<file path="src/rtl/hsi_serializer.sv">
// hsi_serializer -- transmit side of the gyro high-speed serial interface.
//
// Takes 32-bit words over a valid/ready handshake and shifts each one out
// MSB-first on HSDATA. HSCK is generated from the system clock. Each bit
// cell is 2*CLK_DIV clocks long: phase A followed by phase B. HSDATA
// changes only at cell boundaries. The sampling edge of HSCK falls
// mid-cell, and its direction is selected by the polarity latched when the
// word was accepted. After the last cell, the block idles for GAP_CYCLES
// clocks before it takes the next word.
//
// Parameters:
//   CLK_DIV     system clocks per HSCK half-period (1..255)
//   GAP_CYCLES  idle clocks after each word (4..255)
//
// Ports:
//   clock      system clock; all logic on the rising edge
//   reset_n    asynchronous active-low reset
//   HSCK_POL   1: receiver samples on HSCK rise; 0: on HSCK fall
//   data_in    word to transmit
//   valid_in   data_in is valid
//   ready_out  block accepts a word this cycle
//   HSCK       serial clock, idle 0, driven from a flop
//   HSDATA     serial data, idle 0, driven from a flop
//   busy       a word is being shifted or a gap is running
//   word_done  one-cycle pulse after the last bit cell of a word
//
// Optional feature: define HSI_TX_BUFFER_EN to add a one-word holding
// register. This lets the next word be accepted while the current word is
// still in flight, and sends the words back-to-back without an IDLE cycle.

module hsi_serializer #(
  parameter int unsigned CLK_DIV    = 4,
  parameter int unsigned GAP_CYCLES = 8
) (
  input  logic        clock,
  input  logic        reset_n,
  input  logic        HSCK_POL,
  input  logic [31:0] data_in,
  input  logic        valid_in,
  output logic        ready_out,
  output logic        HSCK,
  output logic        HSDATA,
  output logic        busy,
  output logic        word_done
);

  typedef enum logic [1:0] {
    IDLE  = 2'd0,
    SHIFT = 2'd1,
    GAP   = 2'd2
  } state_t;

  localparam logic [7:0] HALF_LAST = 8'(CLK_DIV - 1);
  localparam logic [7:0] GAP_LAST  = 8'(GAP_CYCLES - 1);

  state_t      state;
  logic [31:0] shift_reg;
  logic        pol_q;      // polarity latched at accept, fixed for the word
  logic [7:0]  half_cnt;   // 0..CLK_DIV-1 within one phase
  logic        phase_b;    // 0 = phase A, 1 = phase B
  logic [4:0]  bit_cnt;    // current cell, 0..31
  logic [7:0]  gap_cnt;    // 0..GAP_CYCLES-1

  logic        accept;
  logic        gap_end;
  logic        start_word;
  logic [31:0] start_data;

  assign accept  = valid_in && ready_out;
  assign gap_end = (state == GAP) && (gap_cnt == GAP_LAST);
  assign busy    = (state != IDLE);

`ifdef HSI_TX_BUFFER_EN
  logic        hold_valid;
  logic [31:0] hold_data;

  assign ready_out = !hold_valid;

  // NOTE: every signal that is written in an always_comb block gets a
  // default assignment first. Without those defaults, a path that misses
  // the assignment infers a latch.
  always_comb begin
    start_word = 1'b0;
    start_data = data_in;
    if (state == IDLE) begin
      start_word = accept;
    end else if (gap_end) begin
      // At the end of the gap, a held word goes straight into SHIFT. If
      // nothing is held, a word accepted on this same edge goes straight
      // into SHIFT as well.
      if (hold_valid) begin
        start_word = 1'b1;
        start_data = hold_data;
      end else begin
        start_word = accept;
      end
    end
  end
`else
  assign ready_out = (state == IDLE);

  // Without the buffer, ready_out is only high in IDLE. That makes every
  // accept a start.
  always_comb begin
    start_word = accept;
    start_data = data_in;
  end
`endif

  // NOTE: all state lives in this one clocked block and uses non-blocking
  // assignments. Because of that, every read sees the value from before the
  // edge. Where two assignments hit the same register, the later one wins
  // (start_word overrides the GAP -> IDLE move).
  always_ff @(posedge clock or negedge reset_n) begin
    if (!reset_n) begin
      state     <= IDLE;
      // NOTE: the datapath registers are reset along with the control
      // registers. This keeps HSCK/HSDATA and every counter at a known value
      // straight out of reset, and a word aborted by reset leaves nothing
      // behind.
      shift_reg <= '0;
      pol_q     <= 1'b0;
      half_cnt  <= '0;
      phase_b   <= 1'b0;
      bit_cnt   <= '0;
      gap_cnt   <= '0;
      HSCK      <= 1'b0;
      HSDATA    <= 1'b0;
      word_done <= 1'b0;
`ifdef HSI_TX_BUFFER_EN
      hold_valid <= 1'b0;
      hold_data  <= '0;
`endif
    end else begin
      word_done <= 1'b0;

      unique case (state)
        IDLE: begin
          HSCK   <= 1'b0;
          HSDATA <= 1'b0;
        end

        SHIFT: begin
          // The line values are computed from the pre-edge cell position.
          // As a result, the first cell appears one edge after the accept.
          // POL=1 gives 0 in phase A and 1 in phase B; POL=0 inverts that.
          HSCK   <= (phase_b == pol_q);
          HSDATA <= shift_reg[31];
          if (half_cnt == HALF_LAST) begin
            half_cnt <= '0;
            phase_b  <= !phase_b;
            if (phase_b) begin
              shift_reg <= {shift_reg[30:0], 1'b0};
              if (bit_cnt == 5'd31) begin
                state     <= GAP;
                gap_cnt   <= '0;
                word_done <= 1'b1;
              end else begin
                bit_cnt <= bit_cnt + 5'd1;
              end
            end
          end else begin
            half_cnt <= half_cnt + 8'd1;
          end
        end

        GAP: begin
          HSCK   <= 1'b0;
          HSDATA <= 1'b0;
          if (gap_cnt == GAP_LAST) begin
            state <= IDLE;
          end else begin
            gap_cnt <= gap_cnt + 8'd1;
          end
        end

        default: begin
          state  <= IDLE;
          HSCK   <= 1'b0;
          HSDATA <= 1'b0;
        end
      endcase

      if (start_word) begin
        state     <= SHIFT;
        shift_reg <= start_data;
        pol_q     <= HSCK_POL;
        half_cnt  <= '0;
        phase_b   <= 1'b0;
        bit_cnt   <= '0;
      end

`ifdef HSI_TX_BUFFER_EN
      // A word accepted mid-flight is parked here. The one case where it
      // starts directly instead is the gap-end edge with an empty buffer.
      if (gap_end && hold_valid) begin
        hold_valid <= 1'b0;
      end else if (accept && (state == SHIFT || (state == GAP && !gap_end))) begin
        hold_valid <= 1'b1;
        hold_data  <= data_in;
      end
`endif
    end
  end

endmodule

</file>
<file path="config.mk">
export PLATFORM = sky130hd
export DESIGN_NAME = hsi_serializer
export DESIGN_NICKNAME = d
export VERILOG_FILES = /design/src/rtl/hsi_serializer.sv
export SDC_FILE = /design/constraint.sdc
export NUM_CORES = 1
export LEC_CHECK = 0
export ABC_AREA = 1
export BUFFER_PORTS_ARGS = -buffer_cell sky130_fd_sc_hd__buf_4
export CAP_MARGIN = 10
export CORE_AREA = 2 2 94 96
export CTS_BUF_LIST = sky130_fd_sc_hd__clkbuf_8 sky130_fd_sc_hd__clkbuf_16
export DETAILED_ROUTE_END_ITERATION = 7
export DIE_AREA = 0 0 96 98
export PLACE_DENSITY = 0.65
export SLEW_MARGIN = 0
export SYNTH_ARGS = -nofsm -noshare
export SYNTH_HDL_FRONTEND = slang
export SYNTH_SLANG_ARGS = --single-unit
</file>
<file path="constraint.sdc">
create_clock -name clock -period 1.7 [get_ports clock]
set_input_delay 0.17 -clock clock [delete_from_list [all_inputs] [get_ports clock]]
set_output_delay 0.17 -clock clock [all_outputs]
set_load 0.02 [all_outputs]
</file>
==> run summary, run 1 <==
Global routing used 17.1% of the available tracks. The critical path buffer and inverter count is 1. The critical path goes through ha_1, nand2_1, nor2_1, ha_1, nor3_2, buf_4, nand3_1, a21oi_1. Counting stages on the worst path, the most repeated cell is sky130_fd_sc_hd__ha_1. The number of buffer cells added on primary ports came out at 40. Of all nets on the critical path, the largest fanout is 3. The remaining global-route overflow came out at 0. The slew at the pin closest to its max-slew limit is 0.415 ns. The startpoint identified for the worst register-to-register timing path is bit_cnt[0].

The kind of launch point of the worst setup path is a flip-flop. The mean post-synth cell area is 7.25 um^2. The number of antenna diodes in the final layout is 0.

The mean routed wirelength per cell is 11.9 um. The area fraction in compound gates after synthesis came out at 3.25%. The slowest stage of the critical path is the sky130_fd_sc_hd__dfrtp_1 cell. The share of synthesized flip-flops with an asynchronous set or reset came out at 100%. The critical path data arrival time is 1.83 ns. Yosys attributes the largest share of cell area to sky130_fd_sc_hd__dfrtp_1 (47%), sky130_fd_sc_hd__nand2_1 (25%), sky130_fd_sc_hd__nand3_1 (9.2%), sky130_fd_sc_hd__inv_1 (3.3%), sky130_fd_sc_hd__o21ai_0 (2.2%).

The first-pass GRT wire length is 12700 um. The power after layout is 0.00279 W. The worst path needs 1.57 ns of the cycle, external delays included. The share of synthesized cell area in full adder, half adder and majority cells came out at 1.57%.

The headroom to the max-slew limit is 72.3%. The total count of max-transition violations in the final report was 0. The final clock skew is 0.00782 ns. The register clock-pin slew on the reported worst setup and hold paths is 0.07 ns.

The CTS tree is built. The sequential fraction of design power came out at 51.1%. The latest clock arrival within the worst-skew pair is 0.35 ns. For flop-to-flop paths, the worst setup slack is 0.13 ns. The post-synthesis mux area share came out at 0%. In the final layout, the share of cells above drive strength 1 is 16.6%. The xor/xnor cell area share of the yosys netlist is 0.822%. The endpoint identified for the worst register-to-register timing path is bit_cnt[1].

The maximum single-stage delay on the critical path is 0.40 ns. In this run the worst hold path is classified as primary input to flip-flop. The number of max-capacitance violations reported came out at 0. The worst setup path is captured at a flip-flop. The total CTS buffers is 9. The clock power share came out at 45.4%. The critical path's top delay family is adder cells. The detail route stage leaves a number of antenna-violating nets equal to 0. The total of warnings raised by yosys is 0. The depth of the CTS H-tree came out at 3. The number of global-route vias before repair is 2845. The post-route non-filler standard cell count came out at 601.

The floorplan core area is 0.00847 mm^2. Combinational logic burns 3.5% of the power. The post-detailed-placement half-perimeter wirelength came out at 4800 um. The number of distinct standard cells referenced by the synthesized netlist came out at 25. The launch instance of the worst min-delay path is data_in[0]. The count of unresolved DRC violations after routing is 0. The number of nets in the layout is 528. The clock sink count is 60. The net switching component of the power is 0.000605 W. Of the synthesized area, sequential elements account for 47.0%. The die is 96 um wide. The number of setup violations in the final report is 0. The depth of the worst register-to-register path came out at 8.

The clock tree root driver cell is sky130_fd_sc_hd__clkbuf_8. The flow ran to the end, and the final reports show no timing, DRC or antenna violations. The largest total area in the synthesized netlist belongs to sky130_fd_sc_hd__dfrtp_1. Yosys mapped a number of flops with a built-in enable equal to 0. The count of placed standard cells including taps came out at 583. Of the total synthesized cell area, the portion taken by AND, OR, NAND and NOR gates is 40.8%. The number of design-rule violations left by the first detailed-router iteration came out at 139.

The internal power is 0.00219 W. The required time reported for the critical path endpoint is 1.96 ns. Counting flops and latches in the post-synthesis netlist gives 60. Compared with the post-synthesis result, the final layout area differs by 21.4%.

The post-synthesis instance area is 0.00320 mm^2. By area, the combinational part of the netlist is dominated by simple AND/OR/NAND/NOR gates. The total number of vias came out at 2880.

The worst vdd rail ir drop is 0.418 mV. For this configuration, the core starts out at a cell density of 37.8%. The via density per instance is 4.79. The net count after synthesis is 481.

The die is 98 um tall. Entering global routing, the biggest net connects 33 pins. Power spread over the standard cell area amounts to 720 mW/mm^2.

The die outline area came out at 0.00941 mm^2. The post-route clock period utilization came out at 92.4%. Sorting the synthesized cells by how often they occur yields sky130_fd_sc_hd__nand2_1 (210), sky130_fd_sc_hd__dfrtp_1 (60), sky130_fd_sc_hd__nand3_1 (59). The critical path start-end classification is flip-flop to flip-flop. After technology mapping, the gate count stands at 441. The number of flip-flops under the largest register name is 32. The floorplan has 34 rows.

The congestion estimate from routability-driven global placement came to 0.873. In this run the deepest clock path goes through 2 buffers. The worst hold path was traced through 3 stages. The switching share of power is 21.7%. The most frequently used cell type in the post-synthesis netlist is sky130_fd_sc_hd__nand2_1. In the synthesized netlist the dominant register cell turns out to be sky130_fd_sc_hd__dfrtp_1. The maximum achievable frequency is 0.636 GHz. The count of endpoints failing hold in the final timing report came to 0. The final routed wirelength across all metal layers is 7130 um. The number of iterations in the first detailed-routing pass came out at 4.

The path with the worst hold slack has its endpoint at shift_reg[0]. The number of antenna violations at the first check in global routing is 0. 41 I/O pins were placed. The standby leakage power is 2.16 nW.

The top cell type's share of synthesized area came out at 47.0%.
## cell usage in the layout, fill, tap and decap left out, drive strengths merged, types with 2 or more instances in the layout
| cell | count |
|---|---|
| nand2 | 214 |
| nand3 | 61 |
| dfrtp | 60 |
| buf | 52 |
| inv | 32 |
| nor2 | 20 |
| o21ai | 15 |
| clkbuf | 10 |
| nand4 | 7 |
| a21oi | 5 |
| ha | 4 |
| xor2 | 3 |
| clkinv | 3 |
| nor3 | 2 |
## what timing repair did
action / 4_1_cts / 5_1_grt
gates resized for setup: 0 / 4
endpoints found under the setup margin: 0 / 10
hold buffers: 1 / 0
endpoints found under the hold margin: 30 / 0
buffers inserted: 0 / 1
## cells by family after synthesis
group	Yosys count
buf+inv	47
flops	60
simple gates	307
xor+xnor	3
compound gates	20
fa+ha+maj	4
## metrics by stage
stage          cell area [um^2]   TNS, ns  setup WS [ns]  util (%)  hold slack [ns]
2_1_floorplan              3200         0          0.155         -           -0.126
3_3_place_gp               3650         0          0.161      43.2            0.137
3_5_place_dp               3650         0          0.116      43.2            0.133
4_1_cts                    3860         0         0.0943      45.6           0.0196
5_1_grt                    3880  -0.00571       -0.00571      45.8           0.0470
6_report                   3880         0          0.128      45.8           0.0296
## worst max path at each step
stage / start / endpoint / slack [ns] / cells after the start
after global routing: bit_cnt[0] / bit_cnt[1] / -0.006 / 8
after CTS: bit_cnt[0] / bit_cnt[0] / 0.09 / 8
final: bit_cnt[0] / bit_cnt[1] / 0.13 / 8
after floorplan: bit_cnt[0] / bit_cnt[0] / 0.16 / 8
after detailed placement: bit_cnt[0] / bit_cnt[0] / 0.12 / 8
after global placement: bit_cnt[0] / bit_cnt[0] / 0.16 / 8
## routing by layer
layer  part of all wire [%]  GRT usage [%]  vias to the layer above
li1                       -              -                     1487
met1                     49           23.8                     1330
met3                    4.0           3.01                       13
met5                      0              0                        -
met4                    1.6           8.24                        0
met2                     45           25.5                       50
## power by group through the flow
stage / Sequential (W) / Combinational (W) / Clock, W
after global routing: 0.00143 / 0.000109 / 0.00137
after detailed placement: 0.00145 / 0.0000981 / 0
final: 0.00143 / 0.0000964 / 0.00127
after CTS: 0.00143 / 0.000100 / 0.00131
after floorplan: 0.00145 / 0.00000000186 / 0
after global placement: 0.00145 / 0.0000973 / 0
## worst min-delay path: stages
cell,delay [ns]
sky130_fd_sc_hd__buf_4,0.07
sky130_fd_sc_hd__nand2_1,0.04
sky130_fd_sc_hd__nand2_1,0.05
## cell type report
type	instances	area [um^2]
fill	856	4590
sequential	60	1500
multi-input combinational	334	1500
timing repair buffer	53	438
clock buffer	10	138
tap	108	135
inverter	30	113
clock inverter	6	56.3
(Power assumes the default switching activity.)
==> run 2, diff against run 1 <==
--- a/config.mk
+++ b/config.mk
@@ -5,13 +5,12 @@
 export SDC_FILE = /design/constraint.sdc
 export NUM_CORES = 1
 export LEC_CHECK = 0
-export ABC_AREA = 1
 export BUFFER_PORTS_ARGS = -buffer_cell sky130_fd_sc_hd__buf_4
 export CAP_MARGIN = 10
-export CORE_AREA = 2 2 94 96
+export CORE_AREA = 2 2 91 93
 export CTS_BUF_LIST = sky130_fd_sc_hd__clkbuf_8 sky130_fd_sc_hd__clkbuf_16
 export DETAILED_ROUTE_END_ITERATION = 7
-export DIE_AREA = 0 0 96 98
+export DIE_AREA = 0 0 93 95
 export PLACE_DENSITY = 0.65
 export SLEW_MARGIN = 0
 export SYNTH_ARGS = -nofsm -noshare
==> run summary, run 2 <==
The overall die height is 95 um. The count of endpoints failing hold in the final timing report is 0. The slew at the pin closest to its max-slew limit came out at 0.756 ns. After clock tree synthesis, the clock-pin slew on the worst setup and hold paths is 0.07 ns. The Yosys step of the flow raised 0 warnings. The mean routed wirelength per cell came out at 13.1 um. The worst hold path stage count is 3. The net count after synthesis came out at 294.

Clock skew on the completed layout was measured at 0.00711 ns. Measured in cells, the most critical reg-to-reg path has a length of 6. The count of placed standard cells including taps is 421. The minimum clock period came out at 1.82 ns. The final worst hold slack came out at 0.0411 ns.

The simple-gate share of the synthesized area is 13.9%. The pin count of the biggest net entering global routing is 61. The count of unresolved DRC violations after routing came out at 0.

Measured against its own limit, the worst slew margin works out to 49.6%. The leading register cell type out of synthesis is sky130_fd_sc_hd__dfrtp_1. Multiplexer cells account for 24.6% of the synthesized area. The top cell type's share of synthesized area is 49.9%.

The maximum achievable frequency came out at 0.549 GHz. The CTS tree is built. The standby leakage power came out at 1.91 nW. The number of design-rule violations left by the first detailed-router iteration is 49. The run finished, with violations left. The number of iterations in the first detailed-routing pass is 4. In the layout the commonest cells are sky130_fd_sc_hd__buf_4 (71), sky130_fd_sc_hd__dfrtp_1 (60), sky130_fd_sc_hd__mux2_2 (58). The final routed wirelength across all metal layers came out at 5790 um. The maximum buffer depth of the clock tree came out at 2. The mean post-synth cell area came out at 11.9 um^2.

The synthesized netlist devotes 4.69% of its cell area to compound gates. By instance count, the leading cell after synthesis is sky130_fd_sc_hd__dfrtp_1. The cell count after synthesis is 254.

The total number of vias came out at 2134. The worst setup slack after placement came out at -0.130 ns. The areal power density over the cells is 678 mW/mm^2. In this design, the stage delay of the slowest critical-path cell is 0.37 ns.

The first-pass GRT wire length came out at 9580 um. The number of antenna violations at the first check in global routing is 0. The number of global-route vias before repair is 2111. The peak fanout along the critical path came out at 25. The cell family contributing the most delay on the critical path is flip-flops. The standard-cell row count came out at 33. Global routing used 14.0% of the available tracks across all layers. The post-synthesis instance area came out at 0.00301 mm^2. The worst setup path is captured at a flip-flop. sky130_fd_sc_hd__dfrtp_1 takes more of the synthesized area than any other cell. The final antenna-violating net count came out at 0.

The count of flip-flops with a built-in enable after synthesis is 0. The required time reported for the critical path endpoint is 1.93 ns. The total CTS buffers came out at 9. The critical path crosses 6 cells after its start point.

The routability congestion estimate is 0.783. The die outline area came out at 0.00884 mm^2. The count of buffers added on input and output ports is 40. Summing the areas of all fa, ha and maj instances in the mapped netlist gives 1.66% of the synthesized area. The latest clock arrival within the worst-skew pair came out at 0.35 ns. Ranked by instance count, the synthesized netlist is headed by sky130_fd_sc_hd__dfrtp_1 (60), sky130_fd_sc_hd__mux2_2 (59), sky130_fd_sc_hd__nand2_1 (20). The checks that failed: negative setup slack. The tightest min-delay check is of the primary input to flip-flop type.

The fraction of layout instances using a drive strength above 1 is 50.3%. The share of synthesized flip-flops with an asynchronous set or reset came out at 100%. Walking the worst path, the cells encountered are ha_2, nor4b_4, nand2_2, o31ai_4, buf_12, mux2_2.

The worst vdd rail ir drop came out at 0.321 mV. Power comes to 0.00267 W. The post-detailed-placement half-perimeter wirelength came out at 4030 um. The initial core utilization is 38.0%. The number of flip-flops under the largest register name is 32.

The depth of the CTS H-tree came out at 3. By area, the combinational part of the netlist is dominated by multiplexers. The number of setup violations in the final report came out at 32.

The number of diodes is 0. Across all setup checks in the final design, the least slack found is -0.122 ns. The xor/xnor cell area share of the yosys netlist came out at 2.33%. The netlist uses 37 different library cells. The finished layout holds 441 standard cells, fillers aside. For this run, the post-layout net count is 371. In the post-synthesis netlist, the biggest area contributors are sky130_fd_sc_hd__dfrtp_1 (50%), sky130_fd_sc_hd__mux2_2 (22%), sky130_fd_sc_hd__nand2_1 (2.5%), sky130_fd_sc_hd__nor2_1 (2.0%), sky130_fd_sc_hd__nand3_1 (1.8%). The remaining global-route overflow is 0. The critical path is of the flip-flop to flip-flop type. The post-route clock period utilization came out at 107%. The critical path buffer and inverter count is 1. From left edge to right edge, the die measures 93 um.

The post-synthesis register bit count came out at 60. The area growth from synthesis to final layout came out at 30.7%. The number of top-level pins is 41.

The sum of negative setup slack came out at -3.29 ns. Leaving out fill and tap cells, the most frequent cell in the layout is sky130_fd_sc_hd__buf_4. The number of max-capacitance violations reported is 0. The total count of max-transition violations in the final report is 0.

Counting the fill cells in the layout gives 730. The cell with the largest stage delay on the worst path is sky130_fd_sc_hd__dfrtp_1. The critical path data arrival time is 2.06 ns. The clock sink count is 60. The worst setup slack for register-to-register paths came out at -0.12 ns. The tree is rooted in a sky130_fd_sc_hd__clkbuf_8. The kind of launch point of the worst setup path is a flip-flop. Setup repair after global routing could not meet its margin everywhere.

The sequential area share after synthesis is 49.9%. Using the TritonRoute via totals, the vias-per-cell ratio works out to 4.84. The floorplan core area came out at 0.00793 mm^2.
[run 2: metal layers]
layer	wire length (um)	vias to the layer above	track usage, %	part of all wire (%)
met5	0	-	0	0
met4	121	0	6.25	2.1
met3	187	13	3.91	3.2
met2	2910	26	22.3	50
met1	2570	1037	17.7	44
li1	-	1058	-	-
[run 2: area by class of cell]
cell class                 count  area, um^2  share of cell area, %
multi-input combinational    177        1500                   38.0
inverter                       6        22.5                  0.572
sequential                    60        1500                   38.1
clock inverter                 7        45.0                   1.14
tap                          105         131                   3.34
timing repair buffer          77         616                   15.6
clock buffer                   9         124                   3.15
[run 2: stage by stage]
stage | util [%] | area [um^2]
finish | 49.7 | 3940
CTS | 48.8 | 3860
global route | 49.7 | 3940
detailed placement | 46.1 | 3650
global placement | 46.1 | 3650
floorplan | - | 3020
[run 2: repair_timing]
item / in CTS / in global routing
buffers inserted: 0 / 2
resized for setup: 6 / 16
pin swaps: 2 / 3
hold buffers: 2 / 0
endpoints found under the hold margin: 61 / 0
setup endpoints to repair: 37 / 44
[run 2: kinds of logic after synthesis]
logic type	count (synthesis)
compound gates	20
xor+xnor	8
fa+ha+maj	4
buf+inv	17
flops	60
mux	66
simple gates	79
[run 2: path summary, 6_finish.rpt]
path | endpoint | start
worst max-delay path | shift_reg[26] | half_cnt[0]
worst min-delay path | shift_reg[0] | data_in[0]
worst max register to register | shift_reg[26] | half_cnt[0]
worst min register to register | shift_reg[3] | shift_reg[3]
max in group asynchronous | half_cnt[0] | reset_n
min in group asynchronous | shift_reg[20] | reset_n
[run 2: worst register-to-register path: cells and delay by family (launching register included)]
family	cells	cell delay, ns
AO/OA/AOI/OAI	1	0.25
adder cells (fa/ha/maj)	1	0.18
buffers and inverters	1	0.22
flip-flops	1	0.37
multiplexers	1	0.36
AND/OR/NAND/NOR	2	0.34
[run 2: power breakdown]
group / total [W] / switching (W) / internal [W] / leakage (nW)
sequential: 0.00144 / 0.00000662 / 0.00144 / 0.790
combinational: 0.000120 / 0.0000513 / 0.0000685 / 1.04
clock: 0.00111 / 0.000590 / 0.000518 / 0.0824
total: 0.00267 / 0.000648 / 0.00202 / 1.91
==> run 3, diff against run 2 <==
--- a/config.mk
+++ b/config.mk
@@ -11,7 +11,7 @@
 export CTS_BUF_LIST = sky130_fd_sc_hd__clkbuf_8 sky130_fd_sc_hd__clkbuf_16
 export DETAILED_ROUTE_END_ITERATION = 7
 export DIE_AREA = 0 0 93 95
-export PLACE_DENSITY = 0.65
+export PLACE_DENSITY = 0.68
 export SLEW_MARGIN = 0
 export SYNTH_ARGS = -nofsm -noshare
 export SYNTH_HDL_FRONTEND = slang
==> run summary, run 3 (same netlist as run 2, synthesis figures left out) <==
The flow ran to the end, but the final reports show violations. The checks that failed: negative setup slack. The worst setup slack for register-to-register paths came out at -0.24 ns. Walking the worst path, the cells encountered are ha_2, nor4b_4, nand2_2, o31ai_4, buf_6, clkbuf_16, mux2_4. The routability congestion estimate is 0.847. STA puts the critical path data arrival time at 2.17 ns. The total area inside the core boundary comes to 0.00793 mm^2. For the worst flop-to-flop path, the logic depth is 7. The count of endpoints failing hold in the final timing report is 0. The number of antenna violations at the first check in global routing is 0. On the critical path the largest part of the delay comes from flip-flops. The internal power came out at 0.00236 W.

The standby leakage power is 2.02 nW. The fraction of layout instances using a drive strength above 1 came out at 54.3%. The power after layout came out at 0.00297 W. STA classifies the critical path endpoint as a flip-flop.

Static timing analysis puts the maximum clock frequency at 0.514 GHz. Clock-pin slew was measured on the worst setup and hold paths at 0.07 ns. The worst register-to-register path ends at shift_reg[12].

In this run the critical register-to-register path is launched from half_cnt[0]. The final clock skew is 0.0107 ns. The kind of launch point of the worst setup path is a flip-flop. Compared with the post-synthesis result, the final layout area differs by 39.0%. The final routed wirelength across all metal layers is 6450 um.

The latest clock arrival within the worst-skew pair is 0.34 ns. After routing, the total negative slack on setup checks comes to -7.03 ns. The post-route clock period utilization is 114%. The critical path start-end classification is flip-flop to flip-flop. The die outline area came out at 0.00884 mm^2. The cell area after placement came out at 0.00366 mm^2. The first TritonRoute pass finished after 4 iterations.

The total global routing track utilization is 15.4%. The final worst hold slack is 0.0480 ns. The maximum single-stage delay on the critical path is 0.37 ns.

Along the worst path, the maximum fanout reaches 8. The number of max-capacitance violations reported is 0. The mean routed wirelength per cell is 14.3 um. The total count of max-transition violations in the final report is 0. The minimum clock period came out at 1.94 ns. The clock sink count is 60. For this run, the post-layout net count is 381. The clock power share came out at 47.2%.

The most common library cell in the layout ignoring fill and taps is sky130_fd_sc_hd__buf_4. For this configuration, the core starts out at a cell density of 38.0%. The via density per instance is 4.91.

After legalization and detailed placement, the total HPWL measured 4130 um. The number of global-route vias before repair came out at 2235. TritonCTS built the clock tree. The first-pass GRT wire length came out at 10500 um.

Of the total power, the share spent switching nets is 20.6%. The detail route stage leaves a number of antenna-violating nets equal to 0. Buffers placed on the I/O ports in this run total 40. The headroom to the max-slew limit is 49.1%. Entering global routing, the biggest net connects 61 pins.

The sequential fraction of design power came out at 48.6%. The worst hold path belongs to the class primary input to flip-flop. For this design the total switching power over the nets is 0.000611 W.

The number of setup violations in the final report came out at 36. The areal power density over the cells is 710 mW/mm^2. The maximum buffer depth of the clock tree came out at 2. The number of design-rule violations left by the first detailed-router iteration came out at 92. Setup repair after global routing could not meet its margin everywhere.

The depth of the CTS H-tree came out at 3. After routing the design area is 0.00419 mm^2. The number of top-level pins came out at 41. The share of total power in combinational logic is 4.1%. After detailed routing, the number of remaining DRC violations is 0.

The number of antenna diodes in the final layout is 0. The total CTS buffers is 9. The total overflow left after global routing is 0. At the worst endpoint, the required time is 1.93 ns.

The worst hold path stage count came out at 3. In the layout the commonest cells are sky130_fd_sc_hd__buf_4 (78), sky130_fd_sc_hd__dfrtp_1 (60), sky130_fd_sc_hd__mux2_2 (46). The total number of vias is 2216. Measured along the y axis, the die boundary spans 95 um.

The slew at the pin closest to its max-slew limit came out at 0.764 ns. The register with the most flip-flops in the layout has 32 of them. The clock tree root driver cell is sky130_fd_sc_hd__clkbuf_8. The worst vdd rail ir drop is 0.355 mV.

Among all stages on the critical path, the largest delay is contributed by sky130_fd_sc_hd__dfrtp_1. The die outline width came out at 93 um. The path with the worst hold slack has its endpoint at shift_reg[0]. The critical path buffer and inverter count came out at 2.

The floorplan has 33 rows. The final worst slack is -0.245 ns. OpenSTA, run right after detailed placement, puts the worst setup slack at -0.163 ns.

In this run the most critical hold path is launched from data_in[0].
## run 3: changes by cell type in the layout (fill, tap and decap cells not counted), sizes merged
cell / delta
dlygate4sd3: -1
clkinv: -2
bufinv: +2
clkbuf: +2
buf: +10
inv: +1
clkinvlp: -2
## run 3: power groups by stage
stage	registers (W)	clock network (W)	logic, W
floorplan	0.00147	0	0.0000144
global placement	0.00147	0	0.000115
detailed placement	0.00147	0	0.000117
CTS	0.00144	0.00143	0.000123
global route	0.00144	0.00150	0.000139
finish	0.00144	0.00140	0.000123
## run 3: worst max path at each step
stage / start / end / slack [ns] / cells past startpoint
after floorplan: half_cnt[0] / shift_reg[10] / -0.27 / 6
after global placement: half_cnt[0] / shift_reg[27] / -0.07 / 6
after detailed placement: half_cnt[0] / shift_reg[22] / -0.16 / 6
after CTS: half_cnt[0] / shift_reg[1] / -0.17 / 7
after global routing: half_cnt[0] / shift_reg[21] / -0.31 / 7
final: half_cnt[0] / shift_reg[12] / -0.24 / 7
## run 3: cell type report
type,count,area (um^2)
flip-flops and latches,60,1500
clock buffers,10,138
well taps,105,131
clock inverters,6,80.1
repair buffers,87,737
fillers,705,3740
inverters,6,22.5
multi-input cells,177,1580
## run 3: through the flow
step,utilization (%),std cells
floorplan,-,254
global placement,46.2,421
detailed placement,46.2,421
CTS,51.2,447
global route,52.8,451
finish,52.8,451
## run 3: timing repair
action                                  4_1_cts  5_1_grt
setup buffers                                 9        4
hold buffers                                  1        0
cloned                                        1        1
endpoints found under the setup margin       42       49
endpoints found under the hold margin        60        0
pin swaps                                     6        7
gates resized for setup                      20       27
## run 3: routing by layer
metal  wire length [um]  GRT usage (%)  part of all wire [%]
met5                  0              0                     0
met4                160           6.99                   2.5
met3                250           4.39                   3.9
met2               3090           24.6                    48
met1               2950           19.6                    46
## run 3: worst min-delay path, stage by stage
cell,delay [ns]
sky130_fd_sc_hd__buf_4,0.08
sky130_fd_sc_hd__nand2_1,0.05
sky130_fd_sc_hd__o21ai_2,0.05
